[src/rtl/enemy_wave_controller.sv]
// Enemy formation engine: spawns a V-shaped wave, advances it on a movement tick,
// and tracks kills and escapes until the wave is gone.
module enemy_wave_controller #(
  parameter int unsigned N_ENEMY     = 17,
  parameter int unsigned X_ORIGIN    = 16,
  parameter int unsigned X_SPACING   = 38,
  parameter int unsigned Y_STAGGER   = 4,
  parameter int unsigned TICK_PERIOD = 32768,
  parameter int unsigned DY          = 2,
  parameter int unsigned ZIG_STEP    = 2,
  parameter int unsigned ZIG_AMP     = 16,
  parameter int unsigned Y_LIMIT     = 448
) (
  input  logic                  clk25,
  input  logic                  reset_fly,
  input  logic                  start,
  input  logic [1:0]            mode,
  input  logic                  kill_valid,
  input  logic [4:0]            kill_idx,
  output logic [10*N_ENEMY-1:0] enemy_x,
  output logic [10*N_ENEMY-1:0] enemy_y,
  output logic [N_ENEMY-1:0]    enemy_alive,
  output logic                  wave_active,
  output logic                  wave_cleared,
  output logic [5:0]            kill_count,
  output logic [5:0]            escape_count,
  output logic [7:0]            wave_num
);

  localparam int unsigned CntW = $clog2(TICK_PERIOD);
  localparam logic signed [9:0] ZigStep = 10'(ZIG_STEP);
  localparam logic signed [9:0] ZigAmp  = 10'(ZIG_AMP);

  typedef enum logic [1:0] {StIdle, StSpawn, StRun, StDone} state_e;

  state_e              state_q;
  logic [9:0]          x_q [N_ENEMY];
  logic [9:0]          y_q [N_ENEMY];
  logic [N_ENEMY-1:0]  alive_q;
  logic [5:0]          kill_cnt_q, esc_cnt_q;
  logic [7:0]          wave_num_q;
  logic [CntW-1:0]     tick_cnt_q;
  logic signed [9:0]   zig_off_q;
  logic                zig_dir_q;  // 0 = moving right
  logic                wave_active_q, wave_cleared_q;

  logic                tick, move, zig, zig_flip;
  logic signed [9:0]   zig_nz;
  logic [N_ENEMY-1:0]  kill_mask, esc_mask;
  logic [6:0]          esc_num, esc_sum;
  logic [5:0]          esc_sat;

  assign tick     = (state_q == StRun) && (tick_cnt_q == CntW'(TICK_PERIOD - 1));
  assign move     = tick && !mode[1];
  assign zig      = tick && (mode == 2'd1);
  assign zig_nz   = zig_dir_q ? zig_off_q - ZigStep : zig_off_q + ZigStep;
  assign zig_flip = (zig_nz == ZigAmp) || (zig_nz == -ZigAmp);

  // A kill on an escaping enemy suppresses the escape so it is counted once.
  always_comb begin
    kill_mask = '0;
    esc_mask  = '0;
    esc_num   = '0;
    for (int i = 0; i < int'(N_ENEMY); i++) begin
      kill_mask[i] = kill_valid && (state_q == StRun) && (kill_idx == 5'(i)) && alive_q[i];
      esc_mask[i]  = move && alive_q[i] && (y_q[i] >= 10'(Y_LIMIT)) && !kill_mask[i];
      esc_num      = esc_num + 7'(esc_mask[i]);
    end
    esc_sum = 7'(esc_cnt_q) + esc_num;
    esc_sat = (esc_sum > 7'd63) ? 6'd63 : esc_sum[5:0];
  end

  always_ff @(posedge clk25 or posedge reset_fly) begin
    if (reset_fly) begin
      state_q        <= StIdle;
      for (int i = 0; i < int'(N_ENEMY); i++) begin
        x_q[i] <= '0;
        y_q[i] <= '0;
      end
      alive_q        <= '0;
      kill_cnt_q     <= '0;
      esc_cnt_q      <= '0;
      wave_num_q     <= '0;
      tick_cnt_q     <= '0;
      zig_off_q      <= '0;
      zig_dir_q      <= 1'b0;
      wave_active_q  <= 1'b0;
      wave_cleared_q <= 1'b0;
    end else begin
      wave_cleared_q <= 1'b0;
      unique case (state_q)
        StIdle: begin
          if (start) begin
            state_q       <= StSpawn;
            wave_active_q <= 1'b1;
          end
        end
        StSpawn: begin
          for (int i = 0; i < int'(N_ENEMY); i++) begin
            x_q[i] <= 10'(X_ORIGIN + i * X_SPACING);
            if (i <= int'((N_ENEMY - 1) / 2)) y_q[i] <= 10'(i * Y_STAGGER);
            else                              y_q[i] <= 10'((N_ENEMY - 1 - i) * Y_STAGGER);
          end
          alive_q    <= '1;
          kill_cnt_q <= '0;
          esc_cnt_q  <= '0;
          zig_off_q  <= '0;
          zig_dir_q  <= 1'b0;
          tick_cnt_q <= '0;
          wave_num_q <= wave_num_q + 8'd1;
          state_q    <= StRun;
        end
        StRun: begin
          if (alive_q == '0) begin
            state_q        <= StDone;
            wave_active_q  <= 1'b0;
            wave_cleared_q <= 1'b1;
          end else begin
            tick_cnt_q <= tick ? '0 : tick_cnt_q + CntW'(1);
            alive_q    <= alive_q & ~kill_mask & ~esc_mask;
            esc_cnt_q  <= esc_sat;
            if ((|kill_mask) && (kill_cnt_q != 6'd63)) kill_cnt_q <= kill_cnt_q + 6'd1;
            if (move) begin
              for (int i = 0; i < int'(N_ENEMY); i++) begin
                if (alive_q[i] && (y_q[i] < 10'(Y_LIMIT))) y_q[i] <= y_q[i] + 10'(DY);
              end
            end
            // Zigzag shifts every enemy, dead or alive, so the formation stays rigid.
            if (zig) begin
              for (int i = 0; i < int'(N_ENEMY); i++) begin
                x_q[i] <= zig_dir_q ? x_q[i] - 10'(ZIG_STEP) : x_q[i] + 10'(ZIG_STEP);
              end
              zig_off_q <= zig_nz;
              if (zig_flip) zig_dir_q <= ~zig_dir_q;
            end
          end
        end
        StDone: state_q <= StIdle;
        default: state_q <= StIdle;
      endcase
    end
  end

  always_comb begin
    enemy_x = '0;
    enemy_y = '0;
    for (int i = 0; i < int'(N_ENEMY); i++) begin
      enemy_x[10*i +: 10] = x_q[i];
      enemy_y[10*i +: 10] = y_q[i];
    end
  end

  assign enemy_alive  = alive_q;
  assign wave_active  = wave_active_q;
  assign wave_cleared = wave_cleared_q;
  assign kill_count   = kill_cnt_q;
  assign escape_count = esc_cnt_q;
  assign wave_num     = wave_num_q;

endmodule

[config.mk]
export PLATFORM = sky130hd
export DESIGN_NAME = enemy_wave_controller
export DESIGN_NICKNAME = d
export VERILOG_FILES = /design/src/rtl/enemy_wave_controller.sv
export SDC_FILE = /design/constraint.sdc
export NUM_CORES = 1
export LEC_CHECK = 0
export CORE_UTILIZATION = 65
export DETAILED_ROUTE_END_ITERATION = 6
export DONT_BUFFER_PORTS = 1
export PLACE_DENSITY_LB_ADDON = 0.3
export SETUP_SLACK_MARGIN = 0.2
export SLEW_MARGIN = 10
export SYNTH_ARGS = -nofsm -noshare
export SYNTH_HDL_FRONTEND = slang
export SYNTH_SLANG_ARGS = --single-unit
[constraint.sdc]
create_clock -name clk25 -period 14.8 [get_ports clk25]
set_input_delay 2.22 -clock clk25 [delete_from_list [all_inputs] [get_ports clk25]]
set_output_delay 2.22 -clock clk25 [all_outputs]
set_load 0.05 [all_outputs]
==> results of run 1 <==
[worst min-delay path by stage]
| stage | startpoint | end | slack (ns) | cells past startpoint |
|---|---|---|---|---|
| floorplan | tick_cnt_q[3] | tick_cnt_q[3] | 0.46 | 1 |
| global placement | zig_off_q[4] | zig_off_q[4] | 0.48 | 2 |
| detailed placement | zig_off_q[4] | zig_off_q[4] | 0.49 | 2 |
| CTS | zig_off_q[4] | zig_off_q[4] | 0.50 | 2 |
| global route | tick_cnt_q[3] | tick_cnt_q[3] | 0.54 | 1 |
| finish | zig_off_q[4] | zig_off_q[4] | 0.50 | 2 |
[final cells by class]
cell class,count,area [µm²]
Multi-Input combinational cell,1893,12600
Fill cell,2573,10100
Sequential cell,372,9310
Clock buffer,60,1260
Tap cell,455,569
Inverter,69,267
Clock inverter,14,229
Timing Repair Buffer,16,133
[metrics by stage]
step | setup WS, ns | cell area (µm²) | std cells
floorplan | 2.25 | 22800 | 2471
global placement | 6.89 | 22900 | 2805
detailed placement | 6.77 | 22900 | 2805
CTS | 7.32 | 24300 | 2879
global route | 6.89 | 24300 | 2879
finish | 7.27 | 24300 | 2879
[cell usage in the layout, fill, tap and decap left out, drive strengths merged, types with 19 or more instances in the layout]
cell type  instances
ha               163
a21o              40
conb              34
a31oi             47
nor2             248
nor2b             40
clkbuf            60
or3               19
and3              31
xnor2             79
inv               68
nand2            198
nand3            145
xor2             130
o21ai            172
a21oi            140
o21a              24
dfrtp            372
nor3             123
fa                30
nand4             44
[power by group through the flow]
stage,Sequential [mW],Clock [mW],Combinational (mW)
after floorplan,1.26,0,0.576
after global placement,1.28,0,0.779
after detailed placement,1.28,0,0.802
after CTS,1.26,1.13,0.807
after global routing,1.27,1.17,0.876
final,1.27,1.12,0.813
[routing by layer]
layer / up-vias / routed length (µm) / global-route usage, %
li1: 8509 / - / -
met1: 9063 / 22800 / 38.6
met2: 624 / 28300 / 54.8
met3: 149 / 5680 / 11.8
met4: 0 / 2540 / 14.1
met5: - / 0 / 0
[sequential cells by signal (all words and copies together), names as in the netlist]
signal,flops
wave_cleared,1
zig_dir_q,1
tick_cnt_q,15
wave_num,8
enemy_y,153
enemy_alive,17
escape_count,6
state_q,2
enemy_x,153
zig_off_q,9
kill_count,6
wave_active,1
[critical path: stages]
cell and delay (ns):
nor2_1 0.30, nand4_4 0.46, a2111oi_1 0.70, fa_1 0.52
inv_1 0.08, fa_1 0.44, fa_1 0.54, fa_1 0.44
fa_1 0.51, inv_1 0.05, ha_1 0.21, fa_1 0.40
a21o_1 0.19, a21oi_1 0.21, nor2b_1 0.07, o21ai_0 0.18
nand2b_1 0.18, nor2_1 0.13, o21ai_0 0.09
[kinds of logic after synthesis]
group | Yosys count
xor+xnor | 209
buf+inv | 206
mux | 19
simple gates | 913
compound gates | 525
other cells | 1
fa+ha+maj | 193
flops | 372
==> results.cfg, run 1 <==
[layout]
drive_above_1_share_pct = 5.45
nets = 2597
area_growth_pct = 7.26
fin_util_pct = 70.6
diodes = 0

[synth]
yosys_warnings = 0
yosysTopAreaCell = dfrtp_1
synthSimpleGateAreaFrac_pct = 19.6
synth_compound_area_share_pct = 14.5
syn_area_per_cell_um2 = 9.31
synth_edf_count = 0
synth_fa_ha_area_share_pct = 11.6
netlist_area_um2 = 22700
synth_area_leaders = dfrtp_1 (41%), ha_1 (9.0%), xor2_1 (5.0%), nor2_1 (4.1%), o21ai_0 (3.8%)
synth_seq_cells = 372
syn_inst = 2438
netlist.area_leader.share_pct = 41.0
synth_commonest_cells = dfrtp_1 (372), nor2_1 (247), nand2_1 (198)
synthMuxAreaShare_pct = 0.888
ys_types = 74
synth_async_sr_flop_share_pct = 100
synth_seq_area_share_pct = 41.0
synth_top_family_by_area = simple AND/OR/NAND/NOR gates
synth-main-ff-cell = dfrtp_1
synth-xor-area-share_pct = 8.07
synth_most_common_cell = dfrtp_1

[die]
die_area_um2 = 35700
start_util_pct = 65.9
core_area_um2 = 34500
die_y_um = 189
dieWidth_um = 189
pin_count = 390
rows = 68

[place]
numPortBuffers = 0
dpl.hpwl_um = 40300
gp_congestion = 0.943

[worst_setup_path]
reg2reg_slack_ns = 7.85
reg2reg_depth = 21
r2r-end = escape_count[2]
required_ns = 15.20
crit_start = mode[1]
r2r-start = state_q[0]
critPathKind = input port to flip-flop
cp.arrival_ns = 7.94
critPathCaptureType = flip-flop
worstSetupEndpoint = escape_count[2]
start_kind = input port
cp_max_fo = 24

[detailed_routing]
routed_wl_um = 59400
viasPerCell = 6.37
drc_errors = 0
num_vias = 18300
dr.pass1.iters = 5
wire_per_inst_um = 20.6
drt.antenna.violating_nets = 0
drtIter0Drc = 1097

[pwr]
combPwrFrac_pct = 25.4
seq_power_share_pct = 39.6
vdd_drop_max_mv = 0.223
cellInternalPower_mw = 1.91
p_clk_share_pct = 34.9
leakage_nw = 10.8
switchingPower_mw = 1.28
p_per_area_nw_per_um2 = 131
swShare_pct = 40.1
finalPower_mw = 3.19

[job]
maxCapViolCount = 0

[worst_hold_path]
hold_path_class = flip-flop to flip-flop

[timing]
hold_viol_final = 0
fin_setup_tns_ns = 0
whs_ns = 0.498
worst_pin_slew_ns = 1.23
rsz0062_at_grt = false
maxSlewViolCount = 0
min_period_ns = 7.53
fin_worst_skew_ns = 0.0155
fin_crit_sh_pct = 50.9
fmax_mhz = 133
maxSlewHeadroom_pct = 17.9
final-setup-viol-count = 0

[clocking]
clock_path_buffers = 3
path_clk_slew_ns = 0.06
cts_setup_buffers = 0
clock_sinks = 372
cts_tree = yes
cts_resized = 0
cts.hold.buffers_added = 0
clock_latency_ns = 0.54
cts_made_buffers = 41
cts-root-buf = clkbuf_16
cts_max_level = 2

[global_route]
antenna_found_initial = 0
grt_max_degree = 155
track_usage_pct = 33.0
grt_pass1_vias = 18200
gr-total-overflow = 0
grt_pass1_wl_um = 94800

[status]
status = completed
No activity file was read; power rests on OpenSTA's default activity.
==> inputs of run 2 (changes only) <==
Clock period 14.8 ns to 7.56 ns, I/O delays scaled along.
==> results.cfg, run 2 (synthesis gave the netlist of run 1 again) <==
[die]
pin_count = 390
dieWidth_um = 189
die_y_um = 189
core_area_um2 = 34500
die_area_um2 = 35700
start_util_pct = 65.9
rows = 68

[clocking]
cts_resized = 0
clock_path_buffers = 3
cts_tree = yes
cts_max_level = 2
cts_made_buffers = 43
cts-root-buf = clkbuf_16
clock_latency_ns = 0.56
cts_setup_buffers = 0
cts.hold.buffers_added = 0
clock_sinks = 372
path_clk_slew_ns = 0.06

[status]
status = completed

[layout]
area_growth_pct = 7.02
drive_above_1_share_pct = 5.32
layout.cells.most_common = dfrtp_1
nets = 2600
fin_util_pct = 70.5
diodes = 0
final_cell_mix = dfrtp_1 (371), nor2_1 (247), nand2_1 (197), o21ai_0 (172), ha_1 (162)
fillers = 2633

[detailed_routing]
num_vias = 18200
drc_errors = 0
dr.pass1.iters = 5
viasPerCell = 6.31
routed_wl_um = 59400
wire_per_inst_um = 20.6
drt.antenna.violating_nets = 0
drtIter0Drc = 1080

[timing]
fin_crit_sh_pct = 85.8
maxSlewViolCount = 0
fin_worst_skew_ns = 0.0296
worst_pin_slew_ns = 1.23
fmax_mhz = 154
final-setup-viol-count = 0
min_period_ns = 6.49
rsz0062_at_grt = false
fin_setup_tns_ns = 0
maxSlewHeadroom_pct = 17.8
hold_viol_final = 0

[pwr]
leakage_nw = 10.8
p_per_area_nw_per_um2 = 254
vdd_drop_max_mv = 0.390

[place]
numPortBuffers = 0
dpl.hpwl_um = 40200
gp_congestion = 0.939

[job]
maxCapViolCount = 0

[worst_setup_path]
worstPathCellList = inv_1 > ha_2 > nand4b_1 > nor2_1 > nand2_1 > and3_1 > fa_1 > inv_1 > fa_1 > fa_1 > fa_1 > fa_1 > inv_1 > ha_1 > fa_1 > a21o_1 > a21oi_1 > nor2b_1 > o21ai_0 > nand2b_1 > nor2_1 > o21ai_0
worst_path_most_repeated_cell = fa_1
max_stage_delay_ns = 0.54
cpMaxStageDelayCell = fa_1
required_ns = 7.99
critPathKind = flip-flop to flip-flop
critPathCaptureType = flip-flop
start_kind = flip-flop
cp.arrival_ns = 6.92
cp_max_fo = 18

[global_route]
gr-total-overflow = 0
track_usage_pct = 33.3
grt_max_degree = 177
grt_pass1_vias = 18200
grt_pass1_wl_um = 95800
antenna_found_initial = 0

[worst_hold_path]
hold_path_class = flip-flop to flip-flop
-- run 2: final timing paths --
kind	start	end	slack [ns]	cells after the start
max	state_q[0]	escape_count[3]	1.07	22
min	zig_off_q[4]	zig_off_q[4]	0.50	2
max reg2reg	state_q[0]	escape_count[3]	1.07	22
min reg2reg	zig_off_q[4]	zig_off_q[4]	0.50	2
max in group asynchronous	reset_fly	enemy_y[97]	5.36	2
min in group asynchronous	reset_fly	enemy_y[148]	0.68	1
-- run 2: layer usage --
metal / share of wire (%) / track usage [%] / vias up
li1: - / - / 8502
met1: 39 / 40.1 / 8864
met2: 48 / 55.4 / 656
met3: 9.3 / 10.7 / 137
met4: 3.6 / 13.0 / 0
met5: 0 / 0 / -
-- run 2: critical path: cells and delay by family (launching register included) --
kind,cells,cell delay [ns]
AOI/OAI and AO/OA,4,0.66
DFF,1,0.40
buffers and inverters,3,0.19
adders and majority gates,8,3.58
and+or+nand+nor,7,1.50
-- run 2: layout make-up --
class	instances	area (µm²)	area share, %
clock inverters	9	125	0.515
multi-input cells	1893	12600	51.8
flip-flops and latches	372	9310	38.3
clock buffers	65	1280	5.26
repair buffers	17	165	0.680
inverters	69	263	1.08
well taps	455	569	2.34
-- run 2: report_power, final --
part           total, mW  switching (mW)  internal, mW  leakage (nW)
combinational       1.59            1.28         0.311          5.49
sequential          2.48           0.408          2.07          4.60
clock               2.09           0.851          1.23         0.691
-- run 2: per-stage QoR --
stage / worst slack, ns / cells / hold WS, ns / area, µm² / total power [mW]
CTS: 1.09 / 2880 / 0.499 / 24300 / 6.18
finish: 1.07 / 2880 / 0.501 / 24300 / 6.16
global placement: 0.871 / 2806 / 0.483 / 22900 / 4.04
detailed placement: 0.749 / 2806 / 0.486 / 22900 / 4.09
global route: 0.698 / 2880 / 0.524 / 24300 / 6.40
floorplan: 1.15 / 2471 / 0.463 / 22800 / 3.60
==> variant 1 (config.mk and constraints of run 2) <==
Change the parameter `TICK_PERIOD` from 32768 to 131072.
--- a/src/rtl/enemy_wave_controller.sv
+++ b/src/rtl/enemy_wave_controller.sv
@@ -5,7 +5,7 @@
   parameter int unsigned X_ORIGIN    = 16,
   parameter int unsigned X_SPACING   = 38,
   parameter int unsigned Y_STAGGER   = 4,
-  parameter int unsigned TICK_PERIOD = 32768,
+  parameter int unsigned TICK_PERIOD = 131072,
   parameter int unsigned DY          = 2,
   parameter int unsigned ZIG_STEP    = 2,
   parameter int unsigned ZIG_AMP     = 16,
Check against the original RTL: same outputs for any inputs over 4 cycles, from zero or initial values and one cycle with reset_fly high; that may be too few to reach the edited logic, so the function may still have changed.
==> variant 1 against run 2 <==
  * Routed wire length decreased by 6.4%
  * Design area shrank 2.6%
  * Die area decreased by 2.1%
  * Sequential power down 12%
  * Largest cell class unchanged
  * Largest power group unchanged
  * Total power down 12%
  * Final cell count decreased by 3.6%
  * Sequential cell count increased by 2
  * Sequential share of layout area up 1.3 points
  * Synthesized area down 2.2%
  * Setup slack worse by 190 ps
  * Synthesized cell count shrank 3.7%
  * Core utilization hardly changed
  * Combinational power fell by 28%
  * Critical endpoint is now escape_count[2]$_DFFE_PP0P_
==> variant 1: results (changes against run 2) <==
wl_met1_um: 22700  # was 23000 um
synthCells: 2348  # was 2438
wl_per_cell_um: 20.0  # was 20.6 um
crit_arrival_ps: 7080  # was 6920 ps
synth_cell_type_count: 70  # was 74
finalNetCount: 2506  # was 2600
multi_input_area_sq_mm: 0.0119  # was 0.0126 sq mm
status: "completed"  # unchanged
wl_met2_um: 25800  # was 28700 um
drtIter0Drc: 1044  # was 1080
worst_slew_pin_slew_ps: 975  # was 1230 ps
grt_first_pass_wirelength_um: 91300  # was 95800 um
route.met3.wl_um: 4780  # was 5550 um
pre_cts_slack_ps: 970  # was 749 ps
synthTopCellsByCount: "dfrtp_1, o21ai_0, nand2_1, a21oi_1, nor2_1"  # was dfrtp_1, nor2_1, nand2_1, o21ai_0, ha_1
hp-class: "reg -> reg"  # unchanged
synth_compound_area_frac: 0.143  # was 0.145
clk_latency_ps: 540  # was 560 ps
synth_area_leaders: "dfrtp_1, ha_1, xnor2_1"  # was dfrtp_1, ha_1, xor2_1
dpl_cell_area_sq_mm: 0.0223  # was 0.0229 sq mm
grt_usage: 0.321  # was 0.333
leakagePower_nw: 10.5  # was 10.8 nW
skew_ps: 10.7  # was 29.6 ps
dp.cells: 2706  # was 2806
final-seq-area_sq_mm: 0.00936  # was 0.00931 sq mm
grt_max_degree: 175  # was 177
vdd_drop_max_mv: 0.296  # was 0.390 mV
powerDensity_mw_per_mm2: 228  # was 254 mW/mm^2
num-clock-buffers: 60  # was 65
synth_fa_ha_area_frac: 0.119  # was 0.116
cts_buffers: 41  # was 43
nNonClkBuffers: 14  # was 17
place.gp.congestion: 0.904  # was 0.939
vias_per_cell: 6.30  # was 6.31
clock_area_frac: 0.0581  # was 0.0578
seq_area_frac_synth: 0.422  # was 0.410
muxShareOfSynthArea: 0.00823  # was 0.00888
fill_cells: 2500  # was 2633
dr.pass1.iters: 7  # was 5
num-multi-input-gates: 1795  # was 1893
syn2layout_area_growth_pct: 6.50  # was 7.02%
seq_cells: 374  # was 372
bufAreaShareNonClock: 0.00550  # was 0.00680
totalWireLength_um: 55600  # was 59400 um
grt_pass1_vias: 17500  # was 18.2k
hpwl_um: 37600  # was 40200 um
[variant 1: final timing paths]
kind	start	endpoint	slack (ps)	cells past startpoint
setup / recovery	tick_cnt_q[0]$_DFFE_PP0P_	escape_count[2]$_DFFE_PP0P_	880	28
hold / removal	zig_off_q[7]$_DFFE_PP0P_	zig_off_q[7]$_DFFE_PP0P_	510	2
setup reg to reg	tick_cnt_q[0]$_DFFE_PP0P_	escape_count[2]$_DFFE_PP0P_	880	28
hold reg to reg	zig_off_q[7]$_DFFE_PP0P_	zig_off_q[7]$_DFFE_PP0P_	510	2
max in group asynchronous	reset_fly	wave_num[3]$_DFFE_PP0N_	5530	2
min in group asynchronous	reset_fly	enemy_x[162]$_DFFE_PP0P_	650	1
[variant 1: where the power goes]
part,internal [mW],switching [mW]
Sequential,2.04,0.137
Clock,1.27,0.802
Combinational,0.151,0.996
Total,3.46,1.93
[variant 1: routing by layer]
layer,global-route usage,up-vias
met1,0.409,8626
met5,0,-
met4,0.137,0
li1,-,8070
met2,0.515,662
met3,0.0878,138
==> variant 2 (settings of run 2) <==
Made on the original files. Make the reset (`reset_fly`) synchronous in one clocked block.
--- a/src/rtl/enemy_wave_controller.sv
+++ b/src/rtl/enemy_wave_controller.sv
@@ -70,7 +70,7 @@
     esc_sat = (esc_sum > 7'd63) ? 6'd63 : esc_sum[5:0];
   end
 
-  always_ff @(posedge clk25 or posedge reset_fly) begin
+  always_ff @(posedge clk25) begin
     if (reset_fly) begin
       state_q        <= StIdle;
       for (int i = 0; i < int'(N_ENEMY); i++) begin
Function: differs if reset_fly is asserted again (counterexample within 4 cycles, from zero or initial values and one cycle with reset_fly high); with reset_fly held inactive, the same outputs for 4 cycles.
==> variant 2 against run 2 <==
  * Design area increased by 1.5%
  * Combinational power decreased by 4%
  * Sequential cell count unchanged
  * Fmax decreased by 2.8%
  * Worst hold slack got worse by 34 ps
  * Routed wire length decreased by 4.0%
  * Sequential power increased by 95%
  * Global-route usage decreased by 1.8 points
  * Critical path depth unchanged
  * Clock skew decreased by 14 ps
  * Total power increased by 36%
  * Setup slack got worse by 180 ps
  * Synthesized area increased by 0.59%
  * Critical endpoint is now escape_count[3]$_SDFFE_PP0P_
  * Highest routed layer unchanged
==> variant 2: results (changes against run 2) <==
root_buffer: "clkbuf_16"  # unchanged
antenna_found_initial: 0  # unchanged
cts_setup_buffers: 0  # unchanged
status: "completed"  # unchanged
muxShareOfSynthArea: 0.00586  # was 0.00888
cts_resized: 0  # unchanged
wl_per_cell_um: 20.7  # was 20.6 um
synthArstFlopShare: 0  # was 1.00
vdd_drop_max_mv: 0.259  # was 0.390 mV
hp-class: "reg -> reg"  # unchanged
synth_area_leaders: "edfxtp_1, ha_1, dfxtp_1"  # was dfrtp_1, ha_1, xor2_1
synth_edf_count: 306  # was 0
setup_violations: 0  # unchanged
synthXorXnorAreaFrac: 0.0898  # was 0.0807
cts_buffers: 41  # was 43
grt_usage: 0.315  # was 0.333
hpwl_um: 40100  # was 40200 um
leakagePower_nw: 9.95  # was 10.8 nW
dr.pass1.iters: 6  # was 5
synth_compound_area_frac: 0.129  # was 0.145
skew_ps: 15.1  # was 29.6 ps
seq_area_frac_synth: 0.460  # was 0.410
h-tree-depth: 2  # unchanged
port_buffers: 0  # unchanged
hold_buffers: 0  # unchanged
clk_path_buf_depth: 3  # unchanged
n_antenna_cell: 0  # unchanged
ys_warn_count: 0  # unchanged
layout-drive-gt1-share: 0.0582  # was 0.0532
clk_latency_ps: 570
crit_arrival_ps: 7130  # was 6920 ps
grt_max_degree: 104  # was 177
synthTopCellsByCount: "edfxtp_1, nor2_1, o21ai_0, ha_1, inv_1"  # was dfrtp_1, nor2_1, nand2_1, o21ai_0, ha_1
vias: 17100  # was 18.2k
crit_fanout: 18  # unchanged
place.gp.congestion: 0.924  # was 0.939
synth_fa_ha_area_frac: 0.126  # was 0.116
synth_cell_type_count: 59  # was 74
drtIter0Drc: 1289  # was 1080
finalNetCount: 2492  # was 2600
grt_first_pass_wirelength_um: 89300  # was 95800 um
worst_slew_pin_slew_ps: 1190  # was 1230 ps
clk_pin_slew_ps: 60  # about the same
p_switching_mw: 3.85  # was 2.54 mW
-- variant 2: cell families after synthesis --
logic type,count (synthesis)
fa+ha+maj,211
simple gates,688
flops,372
mux,13
compound gates,497
xor+xnor,234
other cells,1
buf+inv,249
-- variant 2: layer usage --
| metal | part of all wire | wire length (um) | GRT usage | up-vias |
|---|---|---|---|---|
| li1 | - | - | - | 7979 |
| met2 | 0.46 | 26400 | 0.507 | 750 |
| met4 | 0.039 | 2230 | 0.121 | 0 |
| met3 | 0.10 | 5680 | 0.0847 | 136 |
| met5 | 0 | 0 | 0 | - |
| met1 | 0.40 | 22700 | 0.405 | 8185 |
-- variant 2: final timing paths --
| path | start | endpoint | slack, ps | cells after the start |
|---|---|---|---|---|
| worst min-delay path | zig_off_q[4]$_SDFFE_PP0P_ | zig_off_q[4]$_SDFFE_PP0P_ | 470 | 2 |
| worst max-delay path | tick_cnt_q[3]$_SDFFE_PP0P_ | escape_count[3]$_SDFFE_PP0P_ | 890 | 22 |
| worst max register to register | tick_cnt_q[3]$_SDFFE_PP0P_ | escape_count[3]$_SDFFE_PP0P_ | 890 | 22 |
| worst min register to register | zig_off_q[4]$_SDFFE_PP0P_ | zig_off_q[4]$_SDFFE_PP0P_ | 470 | 2 |
-- variant 2: cell type report --
class / instances / area [sq um]
clock inverters: 21 / 181
repair buffers: 33 / 248
flip-flops and latches: 372 / 10500
well taps: 455 / 569
inverters: 145 / 544
multi-input cells: 1677 / 11400
fillers: 2473 / 9890
clock buffers: 55 / 1180
-- variant 2: stage by stage --
stage	worst slack, ps	util	area (sq um)	hold slack, ps	cells
after floorplan	1300	-	23000	436	2298
after detailed placement	927	0.674	23300	451	2682
final	887	0.714	24700	467	2758
after global placement	1020	0.674	23300	444	2682
after CTS	897	0.714	24700	462	2758
after global routing	336	0.714	24700	495	2758
-- variant 2: worst max-delay path, stage by stage, from the launching register on --
cell	delay [ps]
dfxtp_1	430
and4_1	280
nand4_1	170
nor3_1	310
nand3b_1	510
buf_4	390
nor3_1	270
fa_1	460
inv_1	80
fa_1	430
fa_1	550
fa_1	440
fa_1	520
inv_1	50
ha_1	200
fa_1	410
a21o_1	190
a21oi_1	210
nor2b_1	70
o21ai_0	140
nand2b_1	160
o21ai_0	200
a21oi_1	90
-- variant 2: power by group through the flow --
stage	clock network (mW)	logic, mW	registers, mW
after detailed placement	0	1.49	4.86
final	2.03	1.52	4.84
after global routing	2.14	1.68	4.89
after floorplan	0	1.08	4.67
after global placement	0	1.43	4.84
after CTS	2.06	1.51	4.83
